## src/rtl/servo_pwm_ctrl_if.sv

```systemverilog
// Port-mapped command channel from the 8051: channel/strobe on P1_o,
// position on P2_o, ack returned on a spare P1_i bit.
interface servo_pwm_ctrl_if;
  logic [7:0] cmd_i;
  logic [7:0] pos_i;
  logic       cmd_ack;

  modport master (output cmd_i, output pos_i, input cmd_ack);
  modport slave  (input cmd_i, input pos_i, output cmd_ack);
endinterface

```

## src/rtl/servo_pwm_ctrl.sv

```systemverilog
// Servo scheduler: 4-phase command capture into shadow registers, commit at
// each frame wrap, and NUM_CH registered PWM outputs timed in 1 us ticks.

module servo_pwm_lane #(
  parameter int US_W    = 15,
  parameter int MIN_US  = 1000,
  parameter int STEP_US = 4
) (
  input  logic            clk,
  input  logic            n_reset,
  input  logic            wr_en,
  input  logic [7:0]      wr_pos,
  input  logic            commit,
  input  logic [US_W-1:0] us_nxt,
  output logic            pwm
);
  logic [7:0]  shadow, active, act_nxt;
  logic [31:0] width;

  // Commit samples shadow before this cycle's write lands (old value wins).
  assign act_nxt = commit ? shadow : active;
  assign width   = 32'(MIN_US) + 32'(act_nxt) * 32'(STEP_US);

  // pwm is computed from next-state values so it lines up with us_cnt.
  always_ff @(posedge clk or negedge n_reset) begin
    if (!n_reset) begin
      shadow <= 8'hFF;
      active <= 8'hFF;
      pwm    <= 1'b0;
    end else begin
      if (wr_en) shadow <= wr_pos;
      active <= act_nxt;
      pwm    <= (act_nxt != 8'hFF) && (32'(us_nxt) < width);
    end
  end
endmodule

module servo_pwm_ctrl #(
  parameter int NUM_CH    = 16,
  parameter int TICK_DIV  = 24,
  parameter int PERIOD_US = 20000,
  parameter int MIN_US    = 1000,
  parameter int STEP_US   = 4,
  parameter int POS_MAX   = 250
) (
  input  logic                clk,
  input  logic                n_reset,
  servo_pwm_ctrl_if.slave     bus,
  output logic                frame_o,
  output logic [NUM_CH-1:0]   pwm_o
);
  localparam int PR_W = $clog2(TICK_DIV);
  localparam int US_W = $clog2(PERIOD_US);

  typedef enum logic [1:0] {IDLE, LATCH, ACK} hs_state_e;
  typedef struct packed {
    logic [3:0] ch;
    logic [7:0] pos;
  } servo_req_t;

  hs_state_e       state, state_nxt;
  servo_req_t      req_q;
  logic            cmd_ack_q;
  logic [7:0]      wr_pos;
  logic            wr_ok;
  logic            cmd_unused;

  logic [PR_W-1:0] presc;
  logic [US_W-1:0] us_cnt, us_nxt;
  logic            tick, wrap;

  assign cmd_unused = ^bus.cmd_i[6:4];
  assign bus.cmd_ack = cmd_ack_q;

  // ---- timebase ----
  assign tick = (presc == PR_W'(TICK_DIV - 1));
  assign wrap = tick && (us_cnt == US_W'(PERIOD_US - 1));

  always_comb begin
    us_nxt = us_cnt;
    if (wrap)      us_nxt = '0;
    else if (tick) us_nxt = us_cnt + 1'b1;
  end

  always_ff @(posedge clk or negedge n_reset) begin
    if (!n_reset) begin
      presc   <= '0;
      us_cnt  <= '0;
      frame_o <= 1'b0;
    end else begin
      presc   <= tick ? '0 : presc + 1'b1;
      us_cnt  <= us_nxt;
      frame_o <= wrap;
    end
  end

  // ---- handshake FSM ----
  always_comb begin
    state_nxt = state;
    case (state)
      IDLE:    if (bus.cmd_i[7]) state_nxt = LATCH;
      LATCH:   state_nxt = ACK;
      ACK:     if (!bus.cmd_i[7]) state_nxt = IDLE;
      default: state_nxt = IDLE;
    endcase
  end

  always_ff @(posedge clk or negedge n_reset) begin
    if (!n_reset) begin
      state     <= IDLE;
      cmd_ack_q <= 1'b0;
      req_q     <= '0;
    end else begin
      state     <= state_nxt;
      cmd_ack_q <= (state_nxt == ACK);
      if (state == IDLE && bus.cmd_i[7]) req_q <= '{ch: bus.cmd_i[3:0], pos: bus.pos_i};
    end
  end

  // 0xFF is the "off" code and must pass through the clamp untouched.
  assign wr_pos = (req_q.pos == 8'hFF)          ? 8'hFF :
                  (req_q.pos > 8'(POS_MAX))     ? 8'(POS_MAX) : req_q.pos;
  assign wr_ok  = (state == LATCH) && (32'(req_q.ch) < NUM_CH);

  // ---- per-channel lanes ----
  for (genvar g = 0; g < NUM_CH; g++) begin : g_ch
    servo_pwm_lane #(
      .US_W   (US_W),
      .MIN_US (MIN_US),
      .STEP_US(STEP_US)
    ) u_lane (
      .clk    (clk),
      .n_reset(n_reset),
      .wr_en  (wr_ok && (req_q.ch == 4'(g))),
      .wr_pos (wr_pos),
      .commit (wrap),
      .us_nxt (us_nxt),
      .pwm    (pwm_o[g])
    );
  end
endmodule

```

## src/flat_wrapper.sv

```systemverilog
// flat-port wrapper written by rule: the top's interface ports become plain ports
module servo_pwm_ctrl_flat 
#(
  parameter int NUM_CH    = 16,
  parameter int TICK_DIV  = 24,
  parameter int PERIOD_US = 20000,
  parameter int MIN_US    = 1000,
  parameter int STEP_US   = 4,
  parameter int POS_MAX   = 250
)
  (clk, n_reset, frame_o, pwm_o, bus_cmd_i, bus_pos_i, bus_cmd_ack);
  servo_pwm_ctrl_if bus_i ();
  input  logic clk;
  input  logic n_reset;
  output logic frame_o;
  output logic [NUM_CH-1:0] pwm_o;
  input wire logic [$bits(bus_i.cmd_i)-1:0] bus_cmd_i;
  input wire logic [$bits(bus_i.pos_i)-1:0] bus_pos_i;
  output wire logic [$bits(bus_i.cmd_ack)-1:0] bus_cmd_ack;
  assign bus_i.cmd_i = bus_cmd_i;
  assign bus_i.pos_i = bus_pos_i;
  assign bus_cmd_ack = bus_i.cmd_ack;
  servo_pwm_ctrl #(.NUM_CH(NUM_CH), .TICK_DIV(TICK_DIV), .PERIOD_US(PERIOD_US), .MIN_US(MIN_US), .STEP_US(STEP_US), .POS_MAX(POS_MAX)) u_core (.clk(clk), .n_reset(n_reset), .bus(bus_i), .frame_o(frame_o), .pwm_o(pwm_o));
endmodule
```

## config.mk

```make
export PLATFORM = sky130hd
export DESIGN_NAME = servo_pwm_ctrl_flat
export DESIGN_NICKNAME = d
export VERILOG_FILES = /design/src/rtl/servo_pwm_ctrl_if.sv /design/src/rtl/servo_pwm_ctrl.sv /design/src/flat_wrapper.sv
export SDC_FILE = /design/constraint.sdc
export NUM_CORES = 1
export LEC_CHECK = 0
export BUFFER_PORTS_ARGS = -buffer_cell sky130_fd_sc_hd__buf_4
export CAP_MARGIN = 0
export CORE_UTILIZATION = 25
export CTS_CLUSTER_DIAMETER = 80
export DETAILED_ROUTE_END_ITERATION = 10
export MAX_ROUTING_LAYER = met4
export SYNTH_ARGS = -nofsm -noshare
export SYNTH_HDL_FRONTEND = slang
export SYNTH_SLANG_ARGS = --single-unit
```

## constraint.sdc

```tcl
create_clock -name clk -period 9.1 [get_ports clk]
set_input_delay 1.82 -clock clk [delete_from_list [all_inputs] [get_ports clk]]
set_output_delay 1.82 -clock clk [all_outputs]
set_load 0.02 [all_outputs]
```

## After elaboration in Yosys (flattened, before gate mapping)

Cells that the tools add are included.

- Add/sub/neg operators: 18
- $mul: 0
- Divide/modulo/power cells: 0
- Magnitude comparators: 17
- Eq/ne operators: 37
- Shift-type cells: 0
- Multiplexer cells: 24
- Bitwise operators: 0
- Reductions and logical operators: 36

Operator list:

| operator | number |
|---|---|
| $lt 15x11->1 | 16 |
| $add 10x10->11 const A | 16 |
| $mux 8 | 18 |
| $ne 8x8->1 const B | 16 |
| $logic_and 1x1->1 | 34 |
| $eq 4x4->1 const B | 8 |
| $mux 15 | 2 |
| $eq 4x3->1 const B | 4 |
| $add 15x1->15 const B | 1 |
| $eq 15x15->1 const B | 1 |
| $eq 4x2->1 const B | 2 |
| $eq 8x8->1 const B | 1 |
| $gt 8x8->1 const B | 1 |
| $pmux 2 s3 | 1 |
| $add 5x1->5 const B | 1 |
| $eq 5x5->1 const B | 1 |
| $mux 5 | 1 |
| $eq 2x2->1 const B | 2 |
| $eq 4x1->1 const B | 1 |
| $logic_not 4->1 | 1 |
| $mux 2 | 2 |
| $eq 2x1->1 const B | 1 |
| $logic_not 2->1 | 1 |

- Bits in registers: 308
- Bits in latches: 0
- RAM bits: 0
- Memory bits (read-only): 0
- Output and inout bits: 18
- Word-level logic and storage cells: 187
- Memories kept: 0

## Longest topological paths before layout

Gate-level depths: netlist of run 1.

- Depth in word-level cells: 6
- Depth in mapped cells: 22
- Depth with buffers taken out: 17

## Hierarchy

From an unflattened synthesis of run 1, not the netlist that was laid out.

- Cell total of the unflattened synthesis: 1424
- Area total of the unflattened synthesis: 17895.9 µm²

By module, submodules not included:

| module | instances | cells each | area each (µm²) | sequential area each (µm²) |
|---|---|---|---|---|
| servo_pwm_lane | 16 | 79 | 1009.7 | 445.4 |
| servo_pwm_ctrl | 1 | 160 | 1740.4 | 900.9 |

## Worst setup path before layout of run 1

No wires, ideal clock.

- Path kind: reg-to-reg
- From: reg u_core.us_cnt[12]
- To: reg u_core.g_ch[7].u_lane.pwm
- Arrival time: 4.243 ns
- Setup slack: 4.790 ns
- Cell stages (with the launch flop): 22
- Path buffers: 6
- Period minus slack after synthesis: 4.310 ns
- Cells stage by stage: dfrtp_1 -> or4b_1 -> or4_1 -> buf_2 -> or2_1 -> buf_6 -> buf_6 -> buf_6 -> clkbuf_1 -> clkbuf_1 -> nand2_1 -> nand2_1 -> ha_1 -> a21oi_1 -> nand3_1 -> xor2_1 -> ha_1 -> a21o_1 -> a21oi_1 -> o21ai_0 -> a211oi_1 -> and3_1

- Cells in the longest elaborated chain, start to end: 6
- Elaborated cells on any way between the ends: 10
- Those cells by class: add/sub: 2; order compare: 1; eq/ne: 2; mux: 3; reduce/logical: 2

Ends and longest elaborated chain:

| element | RTL line | RTL |
|---|---|---|
| from (decl) | servo_pwm_ctrl.sv:69 | `logic [US_W-1:0] us_cnt, us_nxt;` |
| from (signal assigned) | servo_pwm_ctrl.sv:92 | `us_cnt <= us_nxt;` |
| $eq 15x15->1 (*) | servo_pwm_ctrl.sv:77 | `assign wrap = tick && (us_cnt == US_W'(PERIOD_US - 1));` |
| $logic_and 1x1->1 (*) | servo_pwm_ctrl.sv:77 |  |
| $mux 8 (*) | servo_pwm_ctrl.sv:21 | `assign act_nxt = commit ? shadow : active;` |
| via u_core.g_ch[7].u_lane.act_nxt[1] | servo_pwm_ctrl.sv:17 | `logic [7:0] shadow, active, act_nxt;` |
| $add 10x10->11 | servo_pwm_ctrl.sv:22 | `assign width = 32'(MIN_US) + 32'(act_nxt) * 32'(STEP_US);` |
| $lt 15x11->1 | servo_pwm_ctrl.sv:33 | `pwm <= (act_nxt != 8'hFF) && (32'(us_nxt) < width);` |
| $logic_and 1x1->1 (*) | servo_pwm_ctrl.sv:33 |  |
| to (signal assigned) | servo_pwm_ctrl.sv:33 |  |
| to (decl) | servo_pwm_ctrl.sv:15 | `output logic pwm` |

The timed path passes the listed nets; every way through them passes the cells marked *.
A chain may end at the register's enable or synchronous reset.

## Final worst setup path of run 1

- From: reg u_core.presc[0]
- To: reg u_core.g_ch[7].u_lane.pwm

- Elaborated cells on any way between the ends: 9
- Those cells by class: add/sub: 1; order compare: 1; eq/ne: 2; mux: 3; reduce/logical: 2

RTL lines:

| element | RTL line | RTL |
|---|---|---|
| from (decl) | servo_pwm_ctrl.sv:68 | `logic [PR_W-1:0] presc;` |
| from (signal assigned) | servo_pwm_ctrl.sv:91 | `presc <= tick ? '0 : presc + 1'b1;` |
| $eq 5x5->1 (*) | servo_pwm_ctrl.sv:76 | `assign tick = (presc == PR_W'(TICK_DIV - 1));` |
| $mux 15 / $logic_and 1x1->1 (equally long branches) | servo_pwm_ctrl.sv:82, servo_pwm_ctrl.sv:77 |  |
| $mux 15 (*) | servo_pwm_ctrl.sv:81 | `if (wrap) us_nxt = '0;` |
| via u_core.g_ch[0].u_lane.us_nxt[9] | servo_pwm_ctrl.sv:14 | `input logic [US_W-1:0] us_nxt,` |
| $lt 15x11->1 (*) | servo_pwm_ctrl.sv:33 |  |
| $logic_and 1x1->1 (*) | servo_pwm_ctrl.sv:33 |  |

Marks and branches as above.

==> flow_summary.toml, run 1 <==
[synthesis]
synth_top_area_cell = "sky130_fd_sc_hd__dfstp_2"
synth_edf_count = 0
synth_cell_type_count = 46
average_footprint_of_a_synthesized_cell_um2 = 10.70
syn-cell-area_um2 = 17860
synth_nets = 1833
postSynth.asyncResetShare_pct = 100.0
synth_warnings = 0
synth-seq-cells = 308
synthTopCellsByCount = "sky130_fd_sc_hd__dfstp_2 (256), sky130_fd_sc_hd__nand2_1 (251), sky130_fd_sc_hd__ha_1 (146)"
synth_sequential_area_ratio_pct = 44.94
synth.top_cell.area_share_pct = 37.65
top_cells_by_area_in_the_synthesized_netlist = "sky130_fd_sc_hd__dfstp_2 (38%), sky130_fd_sc_hd__ha_1 (10%), sky130_fd_sc_hd__mux2_2 (7.6%)"
syn_inst = 1669
yosysMostFrequentCell = "sky130_fd_sc_hd__dfstp_2"
ys.flop_type = "sky130_fd_sc_hd__dfstp_2"

[worst_setup_path]
timing.critical_path.cells = "ha_1 -> nand4b_1 -> buf_4 -> or2_4 -> clkinv_2 -> buf_4 -> a21oi_2 -> buf_4 -> ha_1 -> a21o_1 -> a21oi_1 -> o21ai_0 -> a211oi_1 -> and3_1"
worst-setup-path-type = "register to register"
cp_slowest_cell = "sky130_fd_sc_hd__or2_4"
critical_path.endpoint_type = "register"
cp_max_fo = 55
regToRegEndpoint = "u_core.g_ch[7].u_lane.pwm"
critical_path.startpoint_type = "register"
timing.critical_path.slowest_cell_delay_ps = 850
reg2reg_setup_slack_ps = 3280
critical_path.reg2reg.startpoint = "u_core.presc[0]"
rr_worst_depth = 14
critical-path-top-cell-by-count = "sky130_fd_sc_hd__buf_4"
critical_path_required_ps = 9510
crit_arrival_ps = 6220

[clock_network]
cts_hold_repair.buffers = 0
cts_max_level = 2
cts.root.buffer_cell = "sky130_fd_sc_hd__clkbuf_16"
post_cts_resized = 0
cts_tree = "built"
worst_setup_hold_path_clk_slew_ps = 60
ctsLongestPathBuffers = 3
post_cts_buffers = 0
cts.sinks = 308
insertion_delay_ps = 530
cts-buffers-inserted = 35

[place]
post_dp_hpwl_mm = 29.58
place.gp.congestion = 0.8571
port-buffer-count = 32

[timing]
finalWorstPathRequiredPeriod_ps = 5818
fin_worst_skew_ps = 21.31
tightest_slew_ps = 1221
timing_hold_violations_final = 0
maxSlewViolCount = 0
rsz0062_at_grt = "no"
totalNegativeSetupSlack_ps = 0
max_transition_margin_pct = 18.56
min_period_over_period_pct = 63.93
setup_viol = 0
fmax_mhz = 171.9

[power]
power_per_cell_area_nw_per_um2 = 208.7
clock_power_share_pct = 33.2
power.share.combinational_pct = 15.8
power.share.sequential_pct = 51.0
power.share.switching_pct = 30.00
power.switching_mw = 1.267
leakage_nw = 9.535
cell_internal_pwr_mw = 2.958
vdd.ir_drop.worst_mv = 0.2315

[global_routing]
grt_pass1_vias = 12880
grt_overflow = 0
global_route.usage.total_pct = 12.83
first_pass_grt_wire_length_mm = 72.25
initial_antenna_violation_count = 3
maximum_number_of_pins_on_one_net_before_global_route_repair = 123

[floorplanning]
die_x_um = 269.3
design.die.area_um2 = 72530
core_area_um2 = 70390
start_util_pct = 25.38
die_y_um = 269.3
row_count = 97
design.portCount = 36

[routing]
viasPerCell = 4.742
drc = 0
detail-route-antenna-nets = 0
detail_route.first_pass.iterations = 7
route.detailed.wl_per_inst_um = 17.19
routed_wirelength_mm = 45.56
routed-via-count = 12570
drt_iter0_drc = 868

[min_path]
holdPathStages = 1
worst_hold_path_type = "register to register"
worst_hold_path.endpoint = "u_core.presc[0]"
worst_hold_startpoint = "u_core.presc[0]"

[layout]
syn_to_final_growth_pct = 13.31
share_of_layout_cells_above_drive_strength_1_pct = 32.16
num-nets-final = 1848
fin_util_pct = 28.76
nFillCells = 7306

[flow_run]
maxCapViolations = 0

[run_status]
run_status = "finished, final reports clean"
## placed cells by master, fill, tap and decap left out, drive strengths merged, types with 2 or more instances in the layout
master,Yosys,layout
ha,146,146
or3,2,2
mux2,136,136
and3,7,7
xor2,75,75
a21oi,91,91
nand3,37,37
or4,18,18
nor3,37,37
mux2i,48,48
and2,2,2
and4,12,12
nor4,3,3
a211o,16,16
clkbuf,35,54
inv,68,67
xnor2,19,19
dfrtp,52,52
nor3b,2,2
a211oi,15,15
nand4,105,105
o21ai,54,54
dfstp,256,256
nor2b,6,6
nand2b,2,2
buf,42,55
clkinv,0,9
nor2,60,60
nand2,251,251
a21o,64,64
## flip-flops by register name, indices dropped and copies added (netlist names)
name	cells
u_core.presc	5
u_core.frame_o	1
u_core.req_q	12
u_core.state	2
u_core.bus.cmd_ack	1
u_core.g_ch.u_lane.active	128
u_core.us_cnt	15
u_core.g_ch.u_lane.pwm	16
u_core.g_ch.u_lane.shadow	128
## power by group through the flow
| stage | Sequential (mW) | Combinational (mW) | Clock [mW] |
|---|---|---|---|
| global placement | 2.15 | 0.655 | 0 |
| CTS | 2.14 | 0.677 | 1.44 |
| global route | 2.20 | 0.726 | 1.50 |
| detailed placement | 2.16 | 0.675 | 0 |
| finish | 2.15 | 0.669 | 1.40 |
| floorplan | 2.07 | 0.398 | 0 |
## per-stage QoR
| step | instances | hold slack (ps) | cell area, µm² | worst slack (ps) | total power, mW |
|---|---|---|---|---|---|
| after CTS | 2650 | 463.1 | 20240 | 3259 | 4.265 |
| after global placement | 2587 | 443.3 | 19090 | 3350 | 2.806 |
| after global routing | 2650 | 492.4 | 20240 | 2916 | 4.424 |
| after detailed placement | 2587 | 454.8 | 19090 | 3311 | 2.839 |
| final | 2651 | 469.4 | 20240 | 3282 | 4.225 |
| after floorplan | 1669 | 432.9 | 17860 | 4790 | 2.465 |
## logic make-up (layout without fill, tap and decap cells)
logic type | count (synthesis) | after routing | synth area share (%)
AO/OA/AOI/OAI | 243 | 243 | 8.314
multiplexers | 184 | 184 | 12.98
buffers and inverters | 145 | 186 | 3.936
flip-flops | 308 | 308 | 44.94
other | 0 | 1 | 0
XOR/XNOR | 94 | 94 | 4.608
adder cells (fa/ha/maj) | 146 | 146 | 10.23
AND/OR/NAND/NOR | 549 | 549 | 15.00
## per-layer routing
metal / routed length [µm] / track usage (%) / up-vias
met2: 20690 / 19.97 / 250
met3: 1936 / 1.781 / 72
met1: 21820 / 17.36 / 6275
li1: - / - / 5975
met4: 1113 / 3.484 / 0
met5: 0 / - / -
## worst max-delay path, delay by kind of cell (launching register included)
| family | cells | cell delay (ps) |
|---|---|---|
| flops | 1 | 400 |
| compound gates | 5 | 1030 |
| buf+inv | 4 | 2300 |
| fa+ha+maj | 2 | 580 |
| simple gates | 3 | 1310 |
## how the worst max path moves through the flow
stage                            startpoint                         to  slack [ps]  cells after the start
after floorplan           u_core.us_cnt[12]  u_core.g_ch[7].u_lane.pwm        4790                     21
after global placement      u_core.presc[0]  u_core.g_ch[7].u_lane.pwm        3350                     14
after detailed placement    u_core.presc[0]  u_core.g_ch[7].u_lane.pwm        3310                     14
after CTS                   u_core.presc[0]  u_core.g_ch[7].u_lane.pwm        3260                     14
after global routing        u_core.presc[0]  u_core.g_ch[4].u_lane.pwm        2920                     18
final                       u_core.presc[0]  u_core.g_ch[7].u_lane.pwm        3280                     14
## area by class of cell
type | count | area (µm²) | area share (%)
tap | 940 | 1176 | 5.810
clock inverter | 9 | 73.82 | 0.3647
multi-input combinational | 1216 | 9201 | 45.46
inverter | 68 | 256.5 | 1.267
clock buffer | 54 | 1071 | 5.291
antenna | 1 | 2.502 | 0.01236
sequential | 308 | 8028 | 39.66
timing repair buffer | 55 | 432.9 | 2.139
(Power assumes the default switching activity.)
==> run 2, diff against run 1 <==
==> constraint.sdc (replaced) <==
create_clock -name clk -period 5.8 [get_ports clk]
set_input_delay 1.16 -clock clk [delete_from_list [all_inputs] [get_ports clk]]
set_output_delay 1.16 -clock clk [all_outputs]
set_load 0.02 [all_outputs]
==> run 2 against run 1 <==
Compared with the run above: utilization about the same; clock skew is 4.1 ps lower; worst hold slack lost 2.1 ps; fmax rose by 29%; non-clock buffer count increased by 4; first-iteration DRC count is 1.3% higher; clock power rose by 53%; die area stayed put; routed wire length about the same; flip-flop and latch count did not move.
==> flow_summary.toml, run 2 (same netlist as run 1, synthesis figures left out) <==
[run_status]
run_status = "finished, final reports clean"

[timing]
maxSlewViolCount = 0
tightest_slew_ps = 1137
whs_ps = 467.4
max_transition_margin_pct = 24.22
totalNegativeSetupSlack_ps = 0
timing_hold_violations_final = 0
finalWorstPathRequiredPeriod_ps = 4520
fmax_mhz = 221.3
setup_viol = 0
fin_worst_skew_ps = 17.20
min_period_over_period_pct = 77.92
rsz0062_at_grt = "no"

[routing]
detail-route-antenna-nets = 0
routed_wirelength_mm = 45.57
viasPerCell = 4.760
routed-via-count = 12620
drc = 0
detail_route.first_pass.iterations = 5
route.detailed.wl_per_inst_um = 17.18
drt_iter0_drc = 879

[place]
post_dp_hpwl_mm = 30.32
place.gp.congestion = 0.8549
port-buffer-count = 32
placedInstanceArea_um2 = 19140

[global_routing]
maximum_number_of_pins_on_one_net_before_global_route_repair = 97
gr_met2_demand_resource_pct = 20.58
grt_pass1_vias = 13050
grt_util_met1_pct = 16.81
first_pass_grt_wire_length_mm = 72.59
global_route.usage.total_pct = 12.91
grt_util_met3_pct = 2.137
grt_overflow = 0
initial_antenna_violation_count = 0
busiest_layer = "met2"

[worst_setup_path]
crit_arrival_ps = 4970
cp_num_buf_inv = 1
critical_path_required_ps = 6250
critical_path.endpoint_type = "register"
cp_slowest_cell = "sky130_fd_sc_hd__or4b_1"
cp_top_family = "simple AND/OR/NAND/NOR gates"
timing.critical_path.slowest_cell_delay_ps = 530
timing.critical_path.cells = "or4b_1 -> or4_1 -> or2_4 -> buf_4 -> nand2_1 -> nand2_1 -> ha_1 -> a21oi_1 -> nand3_1 -> xor2_1 -> ha_1 -> a21o_1 -> a21oi_1 -> o21ai_0 -> a211oi_1 -> and3_1"
cp_max_fo = 58
worst-setup-path-type = "register to register"
critical_path.startpoint_type = "register"

[clock_network]
cts.sinks = 308
post_cts_buffers = 0
insertion_delay_ps = 530
cts.root.buffer_cell = "sky130_fd_sc_hd__clkbuf_16"
cts_hold_repair.buffers = 0
cts-buffers-inserted = 36
cts_tree = "built"
cts_max_level = 2
worst_setup_hold_path_clk_slew_ps = 60
ctsLongestPathBuffers = 3
post_cts_resized = 0

[layout]
n_antenna_cell = 0
top_regs = "u_core.g_ch.u_lane.active (128), u_core.g_ch.u_lane.shadow (128), u_core.g_ch.u_lane.pwm (16)"
share_of_layout_cells_above_drive_strength_1_pct = 32.36
layout_commonest_cell = "sky130_fd_sc_hd__dfstp_2"
num-nets-final = 1853
design_area_um2 = 20240
syn_to_final_growth_pct = 13.28
layout_common_cells = "sky130_fd_sc_hd__dfstp_2 (256), sky130_fd_sc_hd__nand2_1 (251), sky130_fd_sc_hd__ha_1 (146), sky130_fd_sc_hd__mux2_2 (120), sky130_fd_sc_hd__nand4_1 (105)"
nFillCells = 7312

[power]
power_per_cell_area_nw_per_um2 = 324.2
leakage_nw = 9.540
vdd.ir_drop.worst_mv = 0.3611
p_total_mw = 6.562

[flow_run]
maxCapViolations = 0

[floorplanning]
row_count = 97
design.die.area_um2 = 72530
die_y_um = 269.3
die_x_um = 269.3
core_area_um2 = 70390
start_util_pct = 25.38
design.portCount = 36

[min_path]
worst_hold_path_type = "register to register"
[run 2: worst reg2reg max path: stages (launching register included)]
cell	delay, ps
sky130_fd_sc_hd__dfrtp_1	420
sky130_fd_sc_hd__or4b_1	530
sky130_fd_sc_hd__or4_1	500
sky130_fd_sc_hd__or2_4	410
sky130_fd_sc_hd__buf_4	460
sky130_fd_sc_hd__nand2_1	210
sky130_fd_sc_hd__nand2_1	120
sky130_fd_sc_hd__ha_1	240
sky130_fd_sc_hd__a21oi_1	210
sky130_fd_sc_hd__nand3_1	120
sky130_fd_sc_hd__xor2_1	160
sky130_fd_sc_hd__ha_1	300
sky130_fd_sc_hd__a21o_1	160
sky130_fd_sc_hd__a21oi_1	130
sky130_fd_sc_hd__o21ai_0	100
sky130_fd_sc_hd__a211oi_1	160
sky130_fd_sc_hd__and3_1	190
[run 2: area by class of cell]
type | instances | area (µm²) | share of cell area [%]
clock buffer | 52 | 1052 | 5.200
timing repair buffer | 59 | 488.0 | 2.411
clock inverter | 9 | 47.55 | 0.2349
tap | 940 | 1176 | 5.812
sequential | 308 | 8028 | 39.67
multi-input combinational | 1216 | 9189 | 45.41
inverter | 68 | 256.5 | 1.267
[run 2: where the power goes]
group          internal, mW  switching [mW]  leakage, nW
clock                  1.25           0.889        0.547
combinational         0.426           0.581         5.74
sequential             2.89           0.519         3.26
[run 2: metrics by stage]
step                util, %  setup slack, ps  cells
detailed placement    27.19             1318   2591
floorplan                 -             1490   1669
finish                28.75             1280   2652
global placement      27.19             1328   2591
global route          28.75             1030   2652
CTS                   28.75             1291   2652
[run 2: per-layer routing]
metal	wire (µm)	part of all wire [%]
met3	2499	5.5
met2	21140	46
met1	20740	46
met5	0	0
met4	1185	2.6
[run 2: path summary, 6_finish.rpt]
path	start	endpoint	slack [ps]	cells after the start
setup / recovery	u_core.us_cnt[12]	u_core.g_ch[2].u_lane.pwm	1280	16
hold / removal	u_core.presc[0]	u_core.presc[0]	470	1
setup reg to reg	u_core.us_cnt[12]	u_core.g_ch[2].u_lane.pwm	1280	16
hold reg to reg	u_core.presc[0]	u_core.presc[0]	470	1
max in group asynchronous	n_reset	u_core.g_ch[2].u_lane.pwm	3940	2
min in group asynchronous	n_reset	u_core.g_ch[13].u_lane.pwm	670	1
